## src/rtl/tinychip_pkg.sv

```systemverilog
// Shared definitions for the tinychip execution path: opcodes, FSM states and
// default datapath widths.
package tinychip_pkg;

    localparam int WIDTH_DEF  = 16;
    localparam int ADDR_W_DEF = 2;

    typedef enum logic [2:0] {
        OP_ADD = 3'b000,
        OP_SUB = 3'b001,
        OP_AND = 3'b010,
        OP_OR  = 3'b011,
        OP_XOR = 3'b100,
        OP_SHL = 3'b101,
        OP_SHR = 3'b110,
        OP_MUL = 3'b111
    } op_e;

    typedef enum logic [1:0] {
        ST_IDLE = 2'b00,
        ST_MUL  = 2'b01,
        ST_WB   = 2'b10
    } state_e;

endpackage

```

## src/rtl/alu_comb.sv

```systemverilog
// Single-cycle ALU for every opcode except MUL; carry is the WIDTH+1 bit of
// ADD/SUB and zero otherwise.
module alu_comb
    import tinychip_pkg::*;
#(
    parameter int WIDTH = WIDTH_DEF
) (
    input  logic [WIDTH-1:0] a,
    input  logic [WIDTH-1:0] b,
    input  logic [2:0]       op,
    output logic [WIDTH-1:0] result,
    output logic             carry
);

    logic [WIDTH:0] sum_s;
    logic [WIDTH:0] diff_s;
    logic [3:0]     shamt_s;

    assign sum_s   = {1'b0, a} + {1'b0, b};
    assign diff_s  = {1'b0, a} - {1'b0, b};
    assign shamt_s = b[3:0];

    // Opcode decode of the combinational result and carry/borrow.
    always_comb begin
        result = '0;
        carry  = 1'b0;
        case (op)
            OP_ADD: begin
                result = sum_s[WIDTH-1:0];
                carry  = sum_s[WIDTH];
            end
            OP_SUB: begin
                result = diff_s[WIDTH-1:0];
                carry  = diff_s[WIDTH];
            end
            OP_AND:  result = a & b;
            OP_OR:   result = a | b;
            OP_XOR:  result = a ^ b;
            OP_SHL:  result = a << shamt_s;
            OP_SHR:  result = a >> shamt_s;
            default: begin
                result = '0;
                carry  = 1'b0;
            end
        endcase
    end

endmodule

```

## src/rtl/exec_unit.sv

```systemverilog
// Execution unit: accepts one operation at a time, runs ALU ops in one cycle
// and MUL as a WIDTH-cycle shift-add, then presents a one-cycle writeback.
module exec_unit
    import tinychip_pkg::*;
#(
    parameter int WIDTH  = WIDTH_DEF,
    parameter int ADDR_W = ADDR_W_DEF
) (
    input  logic              clk,
    input  logic              reset,
    input  logic              in_valid,
    output logic              in_ready,
    input  logic [2:0]        op,
    input  logic [ADDR_W-1:0] dest,
    input  logic [WIDTH-1:0]  op_a,
    input  logic [WIDTH-1:0]  op_b,
    output logic              wb_write,
    output logic [ADDR_W-1:0] wb_addr,
    output logic [WIDTH-1:0]  wb_data,
    output logic              flag_z,
    output logic              flag_c,
    output logic              busy
);

    localparam int CNT_W = (WIDTH > 1) ? $clog2(WIDTH) : 1;

    state_e            state_q, state_d;
    logic [2:0]        op_q, op_d;
    logic [ADDR_W-1:0] dest_q, dest_d;
    logic [WIDTH-1:0]  a_q, a_d;
    logic [WIDTH-1:0]  b_q, b_d;
    logic [WIDTH-1:0]  acc_q, acc_d;
    logic [CNT_W-1:0]  cnt_q, cnt_d;
    logic              wb_write_q, wb_write_d;
    logic [ADDR_W-1:0] wb_addr_q, wb_addr_d;
    logic [WIDTH-1:0]  wb_data_q, wb_data_d;
    logic              flag_z_q, flag_z_d;
    logic              flag_c_q, flag_c_d;

    logic              accept_s;
    logic              mul_done_s;
    logic              wb_load_s;
    logic [WIDTH-1:0]  acc_next_s;
    logic [WIDTH-1:0]  alu_result_s;
    logic              alu_carry_s;
    logic [WIDTH-1:0]  result_s;

    assign accept_s   = in_valid && (state_q == ST_IDLE);
    assign mul_done_s = (state_q == ST_MUL) && (cnt_q == CNT_W'(WIDTH - 1));
    // a_q is the multiplicand shifted left, b_q the multiplier shifted right.
    assign acc_next_s = acc_q + (b_q[0] ? a_q : '0);

    // The ALU sees the values being captured, so its result lands in WB.
    alu_comb #(.WIDTH(WIDTH)) u_alu (
        .a      (a_d),
        .b      (b_d),
        .op     (op_d),
        .result (alu_result_s),
        .carry  (alu_carry_s)
    );

    // FSM state register.
    always_ff @(posedge clk or posedge reset) begin
        if (reset) begin
            state_q <= ST_IDLE;
        end else begin
            state_q <= state_d;
        end
    end

    // FSM next-state logic.
    always_comb begin
        state_d = state_q;
        case (state_q)
            ST_IDLE: begin
                if (in_valid) begin
                    state_d = (op == OP_MUL) ? ST_MUL : ST_WB;
                end else begin
                    state_d = ST_IDLE;
                end
            end
            ST_MUL: begin
                if (mul_done_s) begin
                    state_d = ST_WB;
                end else begin
                    state_d = ST_MUL;
                end
            end
            ST_WB:   state_d = ST_IDLE;
            default: state_d = ST_IDLE;
        endcase
    end

    // FSM output decode.
    always_comb begin
        in_ready = (state_q == ST_IDLE);
        busy     = (state_q != ST_IDLE);
    end

    // Capture registers and multiplier step next-state.
    always_comb begin
        op_d   = op_q;
        dest_d = dest_q;
        a_d    = a_q;
        b_d    = b_q;
        acc_d  = acc_q;
        cnt_d  = cnt_q;
        if (accept_s) begin
            op_d   = op;
            dest_d = dest;
            a_d    = op_a;
            b_d    = op_b;
            acc_d  = '0;
            cnt_d  = '0;
        end else if (state_q == ST_MUL) begin
            acc_d = acc_next_s;
            a_d   = {a_q[WIDTH-2:0], 1'b0};
            b_d   = {1'b0, b_q[WIDTH-1:1]};
            cnt_d = cnt_q + CNT_W'(1);
        end else begin
            acc_d = acc_q;
        end
    end

    // Writeback and flag next-state; flag_c only moves on ADD/SUB.
    always_comb begin
        wb_load_s  = (accept_s && (op != OP_MUL)) || mul_done_s;
        result_s   = mul_done_s ? acc_next_s : alu_result_s;
        wb_write_d = wb_load_s;
        wb_addr_d  = wb_addr_q;
        wb_data_d  = wb_data_q;
        flag_z_d   = flag_z_q;
        flag_c_d   = flag_c_q;
        if (wb_load_s) begin
            wb_addr_d = dest_d;
            wb_data_d = result_s;
            flag_z_d  = (result_s == '0);
            if ((op_d == OP_ADD) || (op_d == OP_SUB)) begin
                flag_c_d = alu_carry_s;
            end else begin
                flag_c_d = flag_c_q;
            end
        end else begin
            wb_addr_d = wb_addr_q;
        end
    end

    // Datapath and output registers.
    always_ff @(posedge clk or posedge reset) begin
        if (reset) begin
            op_q       <= 3'b000;
            dest_q     <= '0;
            a_q        <= '0;
            b_q        <= '0;
            acc_q      <= '0;
            cnt_q      <= '0;
            wb_write_q <= 1'b0;
            wb_addr_q  <= '0;
            wb_data_q  <= '0;
            flag_z_q   <= 1'b0;
            flag_c_q   <= 1'b0;
        end else begin
            op_q       <= op_d;
            dest_q     <= dest_d;
            a_q        <= a_d;
            b_q        <= b_d;
            acc_q      <= acc_d;
            cnt_q      <= cnt_d;
            wb_write_q <= wb_write_d;
            wb_addr_q  <= wb_addr_d;
            wb_data_q  <= wb_data_d;
            flag_z_q   <= flag_z_d;
            flag_c_q   <= flag_c_d;
        end
    end

    assign wb_write = wb_write_q;
    assign wb_addr  = wb_addr_q;
    assign wb_data  = wb_data_q;
    assign flag_z   = flag_z_q;
    assign flag_c   = flag_c_q;

endmodule

```

## config.mk

```make
export PLATFORM = sky130hd
export DESIGN_NAME = exec_unit
export DESIGN_NICKNAME = d
export VERILOG_FILES = /design/src/rtl/tinychip_pkg.sv /design/src/rtl/alu_comb.sv /design/src/rtl/exec_unit.sv
export SDC_FILE = /design/constraint.sdc
export NUM_CORES = 1
export LEC_CHECK = 0
export ABC_AREA = 0
export BUFFER_PORTS_ARGS = -buffer_cell sky130_fd_sc_hd__buf_2
export CAP_MARGIN = 5
export CORE_MARGIN = 2
export CORE_UTILIZATION = 35
export DETAILED_ROUTE_END_ITERATION = 16
export SYNTH_ARGS = -nofsm -noshare
export SYNTH_HDL_FRONTEND = slang
export SYNTH_SLANG_ARGS = --single-unit
```

## constraint.sdc

```tcl
create_clock -name clk -period 7.15 [get_ports clk]
set_clock_uncertainty 0.05 [all_clocks]
set_input_delay 0 -clock clk [delete_from_list [all_inputs] [get_ports clk]]
set_output_delay 0 -clock clk [all_outputs]
set_load 0.03 [all_outputs]
```

==> results of run 1 <==
-- worst paths after layout --
check	start	endpoint	slack [ns]	cells after the start
max in group asynchronous	reset	op_q[0]	5.77	4
max reg2reg	state_q[1]	flag_z	1.69	16
max	state_q[1]	flag_z	1.69	16
min	op_b[6]	b_q[6]	0.02	3
min in group asynchronous	reset	cnt_q[0]	0.17	3
min reg2reg	wb_data[11]	wb_data[11]	0.42	2
-- worst min-delay path, cell delays in order --
cell and delay, ns:
buf_2 0.09, a21oi_1 0.15, inv_1 0.14
-- metal layers --
layer	track usage, %	vias up	part of all wire, %
met5	0	-	0
met4	11.49	0	4.6
met3	3.801	95	7.4
met2	43.90	491	46
met1	34.20	4389	41
li1	-	4127	-
-- area by class of cell --
| cell class | instances | area share, % |
|---|---|---|
| clock buffers | 11 | 2.616 |
| inverters | 57 | 2.227 |
| repair buffers | 98 | 6.346 |
| clock inverters | 5 | 0.3756 |
| multi-input cells | 886 | 63.52 |
| well taps | 324 | 4.196 |
| flip-flops and latches | 80 | 20.72 |
-- state kept, by name, indices dropped and copies added, names as in the netlist --
signal	count
a_q	16
acc_q	16
b_q	16
cnt_q	4
dest_q	2
flag_c	1
flag_z	1
op_q	3
state_q	2
wb_addr	2
wb_data	16
wb_write	1
-- through the flow --
stage | setup WS [ns] | util (%) | cell area [um2] | hold WS [ns]
after floorplan | 2.886 | - | 8662 | 0.07029
after global placement | 1.917 | 38.00 | 9243 | 0.02096
after detailed placement | 1.850 | 38.00 | 9243 | 0.02136
after CTS | 1.828 | 39.73 | 9662 | 0.0007159
after global routing | 1.364 | 39.73 | 9662 | 0.01464
final | 1.687 | 39.73 | 9662 | 0.02495
-- layout by cell type, fill, tap and decap left out, types with 13 or more instances in the layout --
master,synthesis,routed
a21o_1,19,19
a21oi_1,59,59
a31oi_1,19,19
and2_1,22,22
buf_2,18,62
buf_4,5,23
dfrtp_1,80,80
dlygate4sd3_1,0,13
ha_1,69,69
inv_1,52,51
mux2i_1,50,50
nand2_1,111,111
nand2b_1,30,29
nand3_1,36,36
nor2_1,89,89
nor3_1,19,19
o211ai_1,16,16
o21a_1,13,13
o21ai_0,61,60
o221a_2,15,15
o22a_1,17,17
o22ai_1,18,18
xor2_1,13,13
-- power by group through the flow --
stage	Clock, mW	Combinational [mW]	Sequential [mW]
after floorplan	0	1.94	0.793
after global placement	0	2.86	0.740
after detailed placement	0	2.85	0.743
after CTS	0.474	2.87	0.736
after global routing	0.496	3.16	0.759
final	0.468	2.96	0.736
-- kinds of logic after synthesis --
logic type                 after synthesis  share of synthesized area (%)
and+or+nand+nor                        375                          21.02
AOI/OAI and AO/OA                      357                          29.65
buffers and inverters                  127                          6.153
DFF                                     80                          23.11
adders and majority gates               72                          10.66
muxes                                   59                          7.078
xor gates and xnor gates                23                          2.326
==> metrics.yaml, run 1 <==
floorplanning:
  die_h_um: 161.3
  coreArea_um2: 24320
  initial_utilization_pct: 35.62
  boundaryPins: 63
  die_x_um: 161.3
  dieArea_um2: 26020
  num_rows: 57
yosys:
  mappedNetlistArea_um2: 8662
  synth.top_cell.area_share_pct: 23.11
  async_flop_share_pct: 100.0
  synthFlopType: "dfrtp_1"
  ys_top_cells_by_count: "111 x nand2_1, 89 x nor2_1, 80 x dfrtp_1, 69 x ha_1, 61 x o21ai_0"
  syn_area_per_cell_um2: 7.925
  synth_seq_cells: 80
  yosysSeqAreaShare_pct: 23.11
  synth_area_leader_cell: "dfrtp_1"
  synth_edf_count: 0
  ys_types: 79
  synth_top_cells_by_area: "dfrtp_1 23%, ha_1 10%, mux2i_1 5.8%, nand2_1 4.8%, nor2_1 3.9%"
  synth.most_common_cell: "nand2_1"
  yosysWarningCount: 0
  synth_cells: 1093
  synthesis.nets: 1205
timing:
  period_share_pct: 76.40
  drv_slew: 0
  fmax_mhz: 183.1
  relSlewSlack_pct: 35.58
  fin_tns_setup_ns: 0
  fin_crit_ns: 5.463
  final_hold_viol_count: 0
  worst_slew_pin_slew_ns: 0.9395
  setup_violations: 0
  rsz0062_at_grt: "false"
global_route:
  grt_max_degree: 53
  grt_use_total_pct: 26.42
  grt_pass1_vias: 8649
  grt-ovfl-total: 0
  grt_pass1_wl_um: 52720
  antenna_found_initial: 0
clocking:
  cts_root_buffer: "clkbuf_16"
  cts_tree: "yes"
  cts_sinks: 80
  cts.repair.resized: 0
  clk_latency_ns: 0.35
  clockBufferDepth: 2
  cts_inserted_buffers: 9
  path_clk_slew_ns: 0.07
  cts_hold_buf: 13
  htreeDepth: 3
  cts_setup_buffers: 0
power_and_ir_drop:
  swShare_pct: 55.00
  max-vdd-ir-drop_v: 0.0001505
  fin_total_pwr_mw: 4.161
  p_clk_share_pct: 11.2
  switchingPower_mw: 2.289
  leakagePower_nw: 4.267
  p_per_area_nw_per_um2: 430.7
  power.internal_mw: 1.872
  seqPwrFrac_pct: 17.7
  comb_power_share_pct: 71.1
drt:
  wl_per_cell_um: 23.83
  drt_iter0_drc: 1226
  num_vias: 9102
  drt-total-wl_um: 34810
  dr.pass1.iters: 6
  via_per_inst: 6.230
  drc: 0
  ant_nets: 0
worst_setup_path:
  critPathTopFamily: "compound AO/OA/AOI/OAI gates"
  path_cells: "nand2b_2 > buf_4 > o22ai_1 > or2_2 > ha_1 > or2_2 > o311ai_0 > a21oi_1 > a21oi_1 > xnor2_1 > a221oi_1 > a41oi_1 > a211oi_1 > nand4_1 > nand4b_1 > nand2_1"
  crit_buf_inv: 1
  critPathKind: "reg2reg"
  cp.required_ns: 7.39
  cp-start-kind: "flop"
  cp-end-kind: "flop"
  slowest_stage: "dfrtp_1"
  crit_path_max_incr_delay_ns: 0.96
  critPathMaxFanout: 41
  arrival_ns: 5.71
layout:
  stdcell_count: 1461
  area_growth_syn_to_layout_pct: 11.54
  fin_nets: 1244
  multi_input_comb_area_um2: 6137
  regArea_um2: 2002
  n_antenna_cell: 0
  drive_above_1_share_pct: 13.10
  fillers: 2547
worst_hold_path:
  hp-class: "in2reg"
place:
  place_congestion: 1.047
  hpwl_um: 26420
  numPortBuffers: 62
  dp.cells: 1432
job:
  cap_viol_max_count: 0
outcome:
  run_status: "finished clean"
Power figures use the tool's default switching activity.
==> run 2: changes to the inputs <==
==> constraint.sdc (replaced) <==
create_clock -name clk -period 4.81 [get_ports clk]
set_clock_uncertainty 0.05 [all_clocks]
set_input_delay 0 -clock clk [delete_from_list [all_inputs] [get_ports clk]]
set_output_delay 0 -clock clk [all_outputs]
set_load 0.03 [all_outputs]
==> metrics.yaml, run 2 (synthesis results as in run 1) <==
clocking:
  cts_root_buffer: "clkbuf_16"
  htreeDepth: 3  # unchanged
  cts_tree: "yes"
  clockBufferDepth: 2  # unchanged
  cts_inserted_buffers: 9  # unchanged
  cts_sinks: 80  # unchanged
  path_clk_slew_ns: 0.08  # about the same
  clk_latency_ns: 0.35  # about the same
layout:
  final_common_cell: "nand2_1"
  final_area_um2: 9946  # +2.9%
  fin_nets: 1276  # +2.6%
  n_antenna_cell: 0  # unchanged
  drive_above_1_share_pct: 15.74  # +2.6 points
  stdcell_count: 1493  # +2.2%
  fillers: 2538  # -0.35%
  final_cell_mix: "111 x nand2_1, 89 x nor2_1, 79 x dfrtp_1, 68 x ha_1, 62 x buf_2"
  area_growth_syn_to_layout_pct: 14.82
  final_util_pct: 40.90  # +1.2 points
floorplanning:
  coreArea_um2: 24320  # unchanged
  die_h_um: 161.3  # unchanged
  die_x_um: 161.3  # unchanged
  dieArea_um2: 26020  # unchanged
  initial_utilization_pct: 35.62  # unchanged
  num_rows: 57  # unchanged
  boundaryPins: 63  # unchanged
drt:
  drc: 0  # unchanged
  wl_per_cell_um: 23.58  # -1.1%
  drt-total-wl_um: 35200  # +1.1%
  ant_nets: 0  # unchanged
  drt_iter0_drc: 1205  # -1.7%
  num_vias: 9142  # +0.44%
  via_per_inst: 6.123  # -1.7%
  dr.pass1.iters: 7  # +1
power_and_ir_drop:
  max-vdd-ir-drop_v: 0.0001880  # +25%
  leakagePower_nw: 4.429  # +3.8%
  p_per_area_nw_per_um2: 636.6  # +48%
timing:
  fmax_mhz: 216.4  # +18%
  worst_slew_pin_slew_ns: 0.9341  # -0.005345 ns
  relSlewSlack_pct: 37.07  # +1.5 points
  drv_slew: 0  # unchanged
  fin_tns_setup_ns: 0  # unchanged
  fin_hold_ws_ns: -0.001791  # -0.02674 ns
  rsz0062_at_grt: "false"
  setup_violations: 0  # unchanged
  final_hold_viol_count: 1  # +1
  fin_crit_ns: 4.621  # -0.8416 ns
  period_share_pct: 96.07  # +20 points
global_route:
  grt_use_total_pct: 26.58  # +0.16 points
  grt_pass1_vias: 8496  # -1.8%
  grt-ovfl-total: 0  # unchanged
  antenna_found_initial: 0  # unchanged
  grt_pass1_wl_um: 52570  # -0.29%
  grt_max_degree: 49  # -7.5%
place:
  place_congestion: 1.010  # -3.6%
  dpl-instance-area_um2: 9488  # +2.7%
  hpwl_um: 27300  # +3.3%
  dp.cells: 1463  # +2.2%
  numPortBuffers: 62  # unchanged
outcome:
  run_status: "finished, violations left"
  violations: "negative hold slack"
worst_setup_path:
  critPathMaxFanout: 18  # -56%
  crit_buf_inv: 1  # unchanged
  cp.required_ns: 5.05  # -2.34 ns
  reg2regPathDepth: 16  # unchanged
  cp.depth: 16  # unchanged
  path_cells: "buf_4 > nand2b_1 > o22a_1 > o221a_2 > ha_1 > nor2b_1 > o311ai_0 > a21oi_2 > a21oi_1 > xnor2_1 > a221oi_1 > a41oi_1 > a211oi_1 > nand4_1 > nand4b_1 > nand2_1"
  slowest_stage: "o311ai_0"
  critPathKind: "reg2reg"
  cp-start-kind: "flop"
  arrival_ns: 4.86  # -0.85 ns
  cp-end-kind: "flop"
  critPathTopFamily: "compound AO/OA/AOI/OAI gates"
  crit_path_max_incr_delay_ns: 0.52  # -0.44 ns
worst_hold_path:
  whs_path_depth: 4  # +1
  hp-class: "in2reg"
job:
  cap_viol_max_count: 0  # unchanged
==> run 2: worst paths after layout <==
kind | slack [ns] | startpoint | endpoint
hold reg to reg | 0.42 | wb_data[0] | wb_data[0]
max in group asynchronous | 3.40 | reset | wb_data[11]
setup reg to reg | 0.19 | state_q[1] | flag_z
setup / recovery | 0.19 | state_q[1] | flag_z
min in group asynchronous | 0.22 | reset | b_q[0]
hold / removal | -0.002 | op_b[15] | b_q[15]
==> run 2: worst min-delay path, stage by stage <==
cell and delay (ns):
buf_2 0.08, nand2_1 0.04, and2_1 0.17, inv_1 0.08
==> run 2: repair_timing <==
item | CTS | global route
hold buffers | 14 | 0
endpoints found under the setup margin | 0 | 3
setup buffers | 0 | 0
resized for setup | 0 | 8
hold endpoints to repair | 47 | 0
==> run 2: layer usage <==
metal | part of all wire, % | up-vias | GRT usage [%]
met1 | 43 | 4376 | 35.89
met3 | 7.0 | 116 | 3.261
li1 | - | 4198 | -
met5 | 0 | - | 0
met4 | 5.4 | 0 | 12.54
met2 | 45 | 452 | 42.33
==> run 2: through the flow <==
stage	hold WS, ns	setup slack [ns]	total power, mW
after floorplan	0.07029	0.5455	4.064
after global placement	0.06976	0.1722	5.492
after detailed placement	0.09407	0.1316	5.466
after CTS	0.003655	0.1259	6.202
after global routing	0.03960	0.01384	6.730
final	-0.001791	0.1890	6.332
==> run 2: where the power goes <==
part	internal (mW)	leakage, nW	switching [mW]	total [mW]
Combinational	1.62	3.30	2.92	4.54
Sequential	0.892	0.989	0.195	1.09
Clock	0.372	0.141	0.330	0.702
Total	2.88	4.43	3.45	6.33
==> run 2: area by class of cell <==
type | count | area [um2] | area share, %
Inverter | 57 | 215.2 | 2.164
Tap cell | 324 | 405.4 | 4.076
Clock buffer | 10 | 239.0 | 2.403
Multi-Input combinational cell | 886 | 6165 | 61.98
Timing Repair Buffer | 130 | 868.3 | 8.731
Clock inverter | 6 | 50.05 | 0.5032
Sequential cell | 80 | 2003 | 20.14
==> run 3: changes to the inputs <==
--- a/config.mk
+++ b/config.mk
@@ -6,11 +6,12 @@
 export NUM_CORES = 1
 export LEC_CHECK = 0
 export ABC_AREA = 0
-export BUFFER_PORTS_ARGS = -buffer_cell sky130_fd_sc_hd__buf_2
+export BUFFER_PORTS_ARGS = -buffer_cell sky130_fd_sc_hd__buf_4
 export CAP_MARGIN = 5
 export CORE_MARGIN = 2
 export CORE_UTILIZATION = 35
 export DETAILED_ROUTE_END_ITERATION = 16
+export SLEW_MARGIN = 20
 export SYNTH_ARGS = -nofsm -noshare
 export SYNTH_HDL_FRONTEND = slang
 export SYNTH_SLANG_ARGS = --single-unit
==> metrics.yaml, run 3 (synthesis results as in run 1) <==
outcome:
  run_status: "finished clean"
drt:
  ant_nets: 0  # unchanged
  dr.pass1.iters: 6  # -1
  wl_met1_um: 15030  # -0.27%
  wl_met3_um: 2695  # +9.0%
  drt_iter0_drc: 1359  # +13%
  wl_per_cell_um: 24.30  # +3.1%
  top_layer_used: "met4"
  drt-total-wl_um: 36130  # +2.6%
  dr_wl_met2_um: 16360  # +3.9%
  drc: 0  # unchanged
  via_per_inst: 6.185  # +1.0%
  num_vias: 9197  # +0.60%
floorplanning:
  initial_utilization_pct: 35.62  # unchanged
  dieArea_um2: 26020  # unchanged
  boundaryPins: 63  # unchanged
  die_h_um: 161.3  # unchanged
  die_x_um: 161.3  # unchanged
  num_rows: 57  # unchanged
  coreArea_um2: 24320  # unchanged
clocking:
  htreeDepth: 3  # unchanged
  clockBufferDepth: 2  # unchanged
  path_clk_slew_ns: 0.07  # about the same
  cts_tree: "yes"
  cts_root_buffer: "clkbuf_16"
  cts_sinks: 80  # unchanged
  cts_inserted_buffers: 9  # unchanged
  cts_setup_buffers: 0  # unchanged
  clk_latency_ns: 0.35  # about the same
layout:
  fin_nets: 1270  # -0.47%
  fillers: 2488  # -2.0%
  area_growth_syn_to_layout_pct: 15.85
  final_cell_mix: "111 x nand2_1, 109 x buf_4, 89 x nor2_1, 79 x dfrtp_1, 68 x ha_1"
  final_common_cell: "nand2_1"
  drive_above_1_share_pct: 15.22  # -0.52 points
  n_antenna_cell: 0  # unchanged
worst_setup_path:
  slowest_stage: "dfrtp_2"
  crit_buf_inv: 1  # unchanged
  crit_path_max_incr_delay_ns: 0.52  # about the same
  cp.required_ns: 5.05  # about the same
  r2r_slack_ns: 0.23  # +0.05 ns
  critPathMaxFanout: 17  # -1
  arrival_ns: 4.81  # -0.05 ns
  cp.depth: 16  # unchanged
  critPathKind: "reg2reg"
  crit_path_start: "state_q[1]"
  critPathTopFamily: "simple AND/OR/NAND/NOR gates"
  r2r_start: "state_q[1]"
  cp-start-kind: "flop"
  cp-end-kind: "flop"
  reg2regPathDepth: 16  # unchanged
  path_cells: "nand2b_1 > buf_4 > o22a_1 > o221a_2 > ha_2 > or3b_2 > a31o_2 > o21ai_1 > o21ai_0 > mux2i_1 > nand4_1 > nor3_2 > o221ai_1 > nor4_1 > nand4b_1 > nand2_1"
global_route:
  grt_max_degree: 67  # +37%
  grt_pass1_vias: 8777  # +3.3%
  grt_pass1_wl_um: 54570  # +3.8%
  grt-ovfl-total: 0  # unchanged
  grt_use_total_pct: 27.51  # +0.93 points
  antenna_found_initial: 0  # unchanged
place:
  numPortBuffers: 62  # unchanged
  hpwl_um: 27570  # +0.99%
  place_ws_ns: 0.08690  # -0.04472 ns
  place_congestion: 1.034  # +2.4%
timing:
  fmax_mhz: 218.6  # +1.0%
  fin_tns_setup_ns: 0  # unchanged
  worst_slew_pin_slew_ns: 1.084  # +0.1498 ns
  rsz0062_at_grt: "false"
  final_hold_viol_count: 0  # -1
  period_share_pct: 95.11  # -0.96 points
  fin_crit_ns: 4.575  # -0.04597 ns
  fin_ws_ns: 0.2350  # +0.04597 ns
  drv_slew: 0  # unchanged
  relSlewSlack_pct: 25.67  # -11 points
  setup_violations: 0  # unchanged
job:
  cap_viol_max_count: 0  # unchanged
power_and_ir_drop:
  max-vdd-ir-drop_v: 0.0001859  # -1.1%
  fin_total_pwr_mw: 6.359  # +0.43%
  leakagePower_nw: 4.439  # +0.22%
  p_per_area_nw_per_um2: 633.7  # -0.46%
worst_hold_path:
  whs_path_depth: 4  # unchanged
  hold_start: "op_b[15]"
  hp-class: "in2reg"
[run 3: area by class of cell]
class | count | area [um2] | share of cell area, %
Tap cell | 324 | 405.4 | 4.040
Sequential cell | 80 | 2003 | 19.96
Clock buffer | 12 | 256.5 | 2.556
Multi-Input combinational cell | 886 | 6150 | 61.28
Inverter | 57 | 215.2 | 2.145
Timing Repair Buffer | 124 | 978.4 | 9.751
Clock inverter | 4 | 26.28 | 0.2618
[run 3: where the power goes]
part	internal (mW)	switching [mW]
Clock	0.379	0.302
Sequential	0.893	0.198
Combinational	1.65	2.93
Total	2.92	3.44
[run 3: worst paths after layout]
| check | to |
|---|---|
| hold / removal | b_q[15] |
| setup / recovery | flag_z |
| setup reg to reg | flag_z |
| min in group asynchronous | wb_data[12] |
| hold reg to reg | wb_data[0] |
| max in group asynchronous | state_q[1] |
[run 3: through the flow]
stage | area [um2] | hold slack [ns] | util, % | std cells
finish | 10030 | 0.02682 | 41.26 | 1487
detailed placement | 9598 | -0.07936 | 39.47 | 1457
CTS | 10020 | 0.01365 | 41.20 | 1487
floorplan | 8662 | 0.07029 | - | 1093
global route | 10030 | 0.03813 | 41.26 | 1487
global placement | 9598 | -0.07952 | 39.47 | 1457
[run 3: tightest hold or removal path, cell delays in order]
cell and delay [ns]:
buf_4 0.08, nand2_1 0.03, and2_1 0.18, inv_1 0.10
[run 3: what timing repair did]
| action | 4_1_cts | 5_1_grt |
|---|---|---|
| setup endpoints to repair | 0 | 7 |
| resized for setup | 0 | 6 |
| hold buffers | 14 | 0 |
| endpoints found under the hold margin | 29 | 0 |
[run 3: layer usage]
layer	vias up	GRT usage [%]
met4	0	14.69
met2	449	43.57
li1	4171	-
met1	4473	35.79
met5	-	0
met3	104	4.777
